===== config.mk =====
export PLATFORM = sky130hd
export DESIGN_NAME = hd44780_bus_arbiter_flat
export DESIGN_NICKNAME = d
export VERILOG_FILES = /design/src/rtl/hd44780_bus_arbiter_if.sv /design/src/rtl/hd44780_bus_arbiter.sv /design/src/flat_wrapper.sv
export SDC_FILE = /design/constraint.sdc
export NUM_CORES = 1
export LEC_CHECK = 0
export CORE_MARGIN = 3
export CORE_UTILIZATION = 35
export CTS_CLUSTER_SIZE = 25
export DETAILED_ROUTE_END_ITERATION = 10
export SYNTH_ARGS = -nofsm -noshare
export SYNTH_HDL_FRONTEND = slang
export SYNTH_SLANG_ARGS = --single-unit

===== constraint.sdc =====
create_clock -name clk -period 5.75 [get_ports clk]
set_input_delay 1.15 -clock clk [delete_from_list [all_inputs] [get_ports clk]]
set_output_delay 1.15 -clock clk [all_outputs]
set_load 0.03 [all_outputs]

===== src/rtl/hd44780_bus_arbiter_if.sv =====
// rtl/hd44780_bus_arbiter_if.sv - requester handshake and HD44780 4-bit bus bundle
interface hd44780_bus_arbiter_if;
  logic       hold;
  logic       valid0;
  logic       valid1;
  logic       rs0;
  logic       rs1;
  logic [7:0] byte0;
  logic [7:0] byte1;
  logic       ready0;
  logic       ready1;
  logic       done0;
  logic       done1;
  logic       busy;
  logic       e;
  logic       rs;
  logic [3:0] db;

  modport master (
    output hold, valid0, valid1, rs0, rs1, byte0, byte1,
    input  ready0, ready1, done0, done1, busy, e, rs, db
  );

  modport slave (
    input  hold, valid0, valid1, rs0, rs1, byte0, byte1,
    output ready0, ready1, done0, done1, busy, e, rs, db
  );
endinterface


===== src/rtl/hd44780_bus_arbiter.sv =====
// rtl/hd44780_bus_arbiter.sv - two-requester arbiter driving an HD44780 in 4-bit mode
module hd44780_bus_arbiter #(
  parameter int E_HIGH      = 10,
  parameter int NIBBLE_GAP  = 10,
  parameter int CMD_DELAY   = 20,
  parameter int CLEAR_DELAY = 2500
) (
  input  logic                   clk,
  input  logic                   rst,
  hd44780_bus_arbiter_if.slave   bus
);

  typedef enum logic [2:0] {IDLE, HI_E, HI_GAP, LO_E, WAIT} state_t;

  state_t      state;
  state_t      state_nx;
  logic [15:0] cnt;
  logic [15:0] cnt_nx;

  // last = 1 means requester 1 was granted most recently
  logic        last;
  logic        id_l;
  logic        rs_l;
  logic        long_l;
  logic [7:0]  byte_l;

  logic        grant0;
  logic        grant1;
  logic        accept;
  logic        acc_id;
  logic        acc_rs;
  logic        acc_long;
  logic [7:0]  acc_byte;
  logic        sel_rs;
  logic [7:0]  sel_byte;

  logic        e_q;
  logic        rs_q;
  logic [3:0]  db_q;

  // Output decode: round-robin grant, handshake strobes, status pulses
  always_comb begin
    grant0 = 1'b0;
    grant1 = 1'b0;
    if (rst && state == IDLE && !bus.hold) begin
      if (bus.valid0 && bus.valid1) begin
        grant0 = last;
        grant1 = !last;
      end else begin
        grant0 = bus.valid0;
        grant1 = bus.valid1;
      end
    end
    accept   = grant0 || grant1;
    acc_id   = grant1;
    acc_rs   = grant1 ? bus.rs1 : bus.rs0;
    acc_byte = grant1 ? bus.byte1 : bus.byte0;
    // Clear display and return home need the long settle time
    acc_long = !acc_rs && (acc_byte == 8'h01 || acc_byte == 8'h02);
    sel_rs   = accept ? acc_rs : rs_l;
    sel_byte = accept ? acc_byte : byte_l;
    bus.ready0 = grant0;
    bus.ready1 = grant1;
    bus.busy   = (state != IDLE);
    bus.done0  = (state == WAIT) && (cnt == 16'd1) && !id_l;
    bus.done1  = (state == WAIT) && (cnt == 16'd1) && id_l;
  end

  // Next state: every entry reloads the counter, leaving at count 1 so it never wraps
  always_comb begin
    state_nx = state;
    cnt_nx   = cnt;
    case (state)
      IDLE: begin
        if (accept) begin
          state_nx = HI_E;
          cnt_nx   = 16'(E_HIGH);
        end
      end
      HI_E: begin
        cnt_nx = cnt - 16'd1;
        if (cnt == 16'd1) begin
          state_nx = HI_GAP;
          cnt_nx   = 16'(NIBBLE_GAP);
        end
      end
      HI_GAP: begin
        cnt_nx = cnt - 16'd1;
        if (cnt == 16'd1) begin
          state_nx = LO_E;
          cnt_nx   = 16'(E_HIGH);
        end
      end
      LO_E: begin
        cnt_nx = cnt - 16'd1;
        if (cnt == 16'd1) begin
          state_nx = WAIT;
          cnt_nx   = long_l ? 16'(CLEAR_DELAY) : 16'(CMD_DELAY);
        end
      end
      WAIT: begin
        cnt_nx = cnt - 16'd1;
        if (cnt == 16'd1) begin
          state_nx = IDLE;
          cnt_nx   = 16'd0;
        end
      end
      default: begin
        state_nx = IDLE;
        cnt_nx   = 16'd0;
      end
    endcase
  end

  // State register plus the byte captured at accept
  always_ff @(posedge clk) begin
    if (!rst) begin
      state  <= IDLE;
      cnt    <= 16'd0;
      last   <= 1'b1;
      id_l   <= 1'b0;
      rs_l   <= 1'b0;
      long_l <= 1'b0;
      byte_l <= 8'h00;
    end else begin
      state <= state_nx;
      cnt   <= cnt_nx;
      if (accept) begin
        last   <= acc_id;
        id_l   <= acc_id;
        rs_l   <= acc_rs;
        long_l <= acc_long;
        byte_l <= acc_byte;
      end
    end
  end

  // Bus pins registered from the upcoming state so they align with it and never glitch
  always_ff @(posedge clk) begin
    if (!rst) begin
      e_q  <= 1'b0;
      rs_q <= 1'b0;
      db_q <= 4'h0;
    end else begin
      case (state_nx)
        HI_E, HI_GAP: begin
          e_q  <= (state_nx == HI_E);
          rs_q <= sel_rs;
          db_q <= sel_byte[7:4];
        end
        LO_E, WAIT: begin
          e_q  <= (state_nx == LO_E);
          rs_q <= sel_rs;
          db_q <= sel_byte[3:0];
        end
        default: begin
          e_q  <= 1'b0;
          rs_q <= 1'b0;
          db_q <= 4'h0;
        end
      endcase
    end
  end

  assign bus.e  = e_q;
  assign bus.rs = rs_q;
  assign bus.db = db_q;

endmodule


===== src/flat_wrapper.sv =====
// flat-port wrapper written by rule: the top's interface ports become plain ports
module hd44780_bus_arbiter_flat 
#(
  parameter int E_HIGH      = 10,
  parameter int NIBBLE_GAP  = 10,
  parameter int CMD_DELAY   = 20,
  parameter int CLEAR_DELAY = 2500
)
  (clk, rst, bus_hold, bus_valid0, bus_valid1, bus_rs0, bus_rs1, bus_byte0, bus_byte1, bus_ready0, bus_ready1, bus_done0, bus_done1, bus_busy, bus_e, bus_rs, bus_db);
  hd44780_bus_arbiter_if bus_i ();
  input  logic clk;
  input  logic rst;
  input wire logic [$bits(bus_i.hold)-1:0] bus_hold;
  input wire logic [$bits(bus_i.valid0)-1:0] bus_valid0;
  input wire logic [$bits(bus_i.valid1)-1:0] bus_valid1;
  input wire logic [$bits(bus_i.rs0)-1:0] bus_rs0;
  input wire logic [$bits(bus_i.rs1)-1:0] bus_rs1;
  input wire logic [$bits(bus_i.byte0)-1:0] bus_byte0;
  input wire logic [$bits(bus_i.byte1)-1:0] bus_byte1;
  output wire logic [$bits(bus_i.ready0)-1:0] bus_ready0;
  output wire logic [$bits(bus_i.ready1)-1:0] bus_ready1;
  output wire logic [$bits(bus_i.done0)-1:0] bus_done0;
  output wire logic [$bits(bus_i.done1)-1:0] bus_done1;
  output wire logic [$bits(bus_i.busy)-1:0] bus_busy;
  output wire logic [$bits(bus_i.e)-1:0] bus_e;
  output wire logic [$bits(bus_i.rs)-1:0] bus_rs;
  output wire logic [$bits(bus_i.db)-1:0] bus_db;
  assign bus_i.hold = bus_hold;
  assign bus_i.valid0 = bus_valid0;
  assign bus_i.valid1 = bus_valid1;
  assign bus_i.rs0 = bus_rs0;
  assign bus_i.rs1 = bus_rs1;
  assign bus_i.byte0 = bus_byte0;
  assign bus_i.byte1 = bus_byte1;
  assign bus_ready0 = bus_i.ready0;
  assign bus_ready1 = bus_i.ready1;
  assign bus_done0 = bus_i.done0;
  assign bus_done1 = bus_i.done1;
  assign bus_busy = bus_i.busy;
  assign bus_e = bus_i.e;
  assign bus_rs = bus_i.rs;
  assign bus_db = bus_i.db;
  hd44780_bus_arbiter #(.E_HIGH(E_HIGH), .NIBBLE_GAP(NIBBLE_GAP), .CMD_DELAY(CMD_DELAY), .CLEAR_DELAY(CLEAR_DELAY)) u_core (.clk(clk), .rst(rst), .bus(bus_i));
endmodule

==> impl_metrics.toml <==
[clock_network]
root_buffer = "clkbuf_8"
clockBufferDepth = 2
cts.htree.levels = 2
tritoncts = "done"
path_clk_slew_ps = 80
cts_num_sinks = 37
clock_latency_ps = 290
post_cts_buffers = 0
cts_resized = 0
holdBufCountCts = 0
cts_buffers = 5

[yosys]
synth_cell_types = 53
synth-simple-area-share = 0.233
synth_area_mm2 = 0.00195
synth_top_family_by_area = "simple AND/OR/NAND/NOR gates"
synth-edff-count = 0
syn_nets = 252
ys_ff_latch = 37
synth-main-ff-cell = "dfxtp_1"
avgSynthCellArea_um2 = 8.59
synth_fa_ha_area_frac = 0.0180
synth_compound_area_frac = 0.213
synth_xor_area_frac = 0.0494
ys_async_sr_fraction = 0
synth_cells = 227
yosys_warnings = 0
yosysSeqAreaShare = 0.380
synthMuxAreaShare = 0.0513

[grt]
grt_pass1_vias = 1677
grt_start_max_net_pins = 22
grt_overflow = 0
grtUsageTotal = 0.155
grt_first_pass_wirelength_mm = 7.82
antenna_found_initial = 0

[layout]
fillers = 531
layout-drive-gt1-share = 0.0772
final_area_mm2 = 0.00243
instances_no_fill = 329
final_cell_mix = "dfxtp_1 (37), clkdlybuf4s50_1 (33), nor2_1 (25), o21ai_0 (19), nand2_1 (16)"
antenna_cells = 0
area_delta_synth_final_pct = 24.6
layout_commonest_cell = "dfxtp_1"
nets = 283

[pwr]
pwr-share-seq = 0.424
p_clk_frac = 0.334
irDropWorstVdd_mv = 0.154
leakage_nw = 0.848
p_per_area_mw_per_mm2 = 288
p_switching_mw = 0.207
p_sw_frac = 0.296
comb_power_share = 0.243
internal_power_mw = 0.493

[sta]
setup_viol = 0
rsz0062_at_grt = "no"
layout_worst_path_cycle_share = 0.781
period_minus_slack_ps = 4490
skew_ps = 8.31
tns_ps = 0
tightest_slew_ps = 1100
hold_viol = 0
hold_ws_ps = 502
clock.fmax_mhz = 223
drv_slew = 0
slew_headroom = 0.265

[setup_path]
max_stage_delay_ps = 750
worst_setup_path_start_kind = "input pin"
worst_path_most_repeated_cell = "clkdlybuf4s50_1"
required_ps = 4600
cp_cell_sequence = "clkdlybuf4s50_1 -> or4_4 -> nor2_4 -> clkdlybuf4s50_1"
end_kind = "output pin"
worstPathMaxFanout = 12
cp_slowest_cell = "clkdlybuf4s50_1"
arrival_ps = 3340
path_class = "input pin to output pin"

[drt]
ant_nets = 0
drc_errors = 0
vias_per_cell = 5.26
wl_per_cell_um = 14.3
wirelength_mm = 4.70
first_pass_iters = 4
via_count = 1732
drt_iter0_markers = 101

[status]
status = "finished clean"

[die]
num_io_pins = 34
start_util = 0.372
core_mm2 = 0.00524
die_w_um = 80.7
dieHeight_um = 80.7
rows = 26
dieArea_mm2 = 0.00651

[place]
place.detailed.hpwl_mm = 3.53
gp_congestion = 0.764
port-buffer-count = 33
placed_cells = 321
dpl-instance-area_mm2 = 0.00231

[run]
cap_violations = 0

[worst_hold_path]
min_path_type = "flop to flop"
-- cells in the mapped netlist (2+ instances only) --
library cell / number / area share
nor2_1: 25 / 0.048
xnor2_1: 7 / 0.031
nand2_1: 16 / 0.031
a21oi_1: 14 / 0.036
o31a_1: 4 / 0.018
clkbuf_1: 4 / 0.0077
inv_1: 11 / 0.021
o22ai_1: 2 / 0.0064
a31oi_1: 3 / 0.0096
nor4_1: 6 / 0.019
nor2b_1: 2 / 0.0064
o21a_1: 2 / 0.0077
or4_1: 3 / 0.012
mux2i_1: 10 / 0.051
o21ai_0: 19 / 0.049
a211oi_1: 2 / 0.0077
and2_1: 2 / 0.0064
dfxtp_1: 37 / 0.38
nand3_1: 5 / 0.013
buf_6: 3 / 0.017
nor3_1: 7 / 0.018
xor2_1: 4 / 0.018
buf_2: 2 / 0.0051
or3_1: 3 / 0.0096
ha_1: 2 / 0.013
a22o_1: 4 / 0.018
and3_1: 2 / 0.0064
-- per-stage QoR --
step                      power (mW)  utilization  setup WS, ps
after floorplan                0.422            -          2420
after global placement         0.471        0.441          1250
after detailed placement       0.472        0.441          1240
after CTS                      0.706        0.464          1240
after global routing           0.740        0.464          1180
final                          0.701        0.464          1260
-- sequential cells by signal, indices dropped and copies added, names as in the netlist --
| signal | count |
|---|---|
| u_core.bus.rs | 1 |
| u_core.byte_l | 8 |
| u_core.cnt | 16 |
| u_core.state | 3 |
| u_core.id_l | 1 |
| u_core.bus.e | 1 |
| u_core.last | 1 |
| u_core.long_l | 1 |
| u_core.rs_l | 1 |
| u_core.bus.db | 4 |
-- final cells by class --
class                           count  area, um2  share of cell area
Multi-Input combinational cell    169       1100               0.454
Timing Repair Buffer               34        338               0.139
Inverter                           11       41.3              0.0170
Clock buffer                        6       82.6              0.0340
Tap cell                           70       87.6              0.0360
Clock inverter                      2       37.5              0.0154
Sequential cell                    37        741               0.305
-- final timing paths --
path,slack [ps],cells past startpoint,from,to
setup / recovery,1260,4,bus_hold,bus_ready1
hold / removal,500,1,u_core.cnt[15],u_core.cnt[15]
setup reg to reg,3100,6,u_core.state[2],u_core.bus.db[2]
hold reg to reg,500,1,u_core.cnt[15],u_core.cnt[15]
-- power groups by stage --
stage               sequential [mW]  clock [mW]  combinational (mW)
global placement              0.303           0               0.169
floorplan                     0.300           0               0.122
detailed placement            0.302           0               0.169
CTS                           0.297       0.239               0.170
finish                        0.297       0.234               0.170
global route                  0.300       0.250               0.190
-- critical path: cells and delay by family --
| family | cells | cell delay (ps) |
|---|---|---|
| buffers and inverters | 2 | 1220 |
| AND/OR/NAND/NOR | 2 | 960 |
-- cell families after synthesis --
kind of cell | after synthesis
muxes | 10
and+or+nand+nor | 82
DFF | 37
AOI/OAI and AO/OA | 63
buffers and inverters | 21
xor gates and xnor gates | 11
adders and majority gates | 3
-- routing by layer --
layer / vias up / wire length, um / global-route usage
met5: - / 0 / 0
met4: 0 / 34 / 0.0372
met3: 4 / 161 / 0.0359
met2: 34 / 2300 / 0.266
met1: 809 / 2210 / 0.195
li1: 885 / - / -
Power figures use the tool's default switching activity.
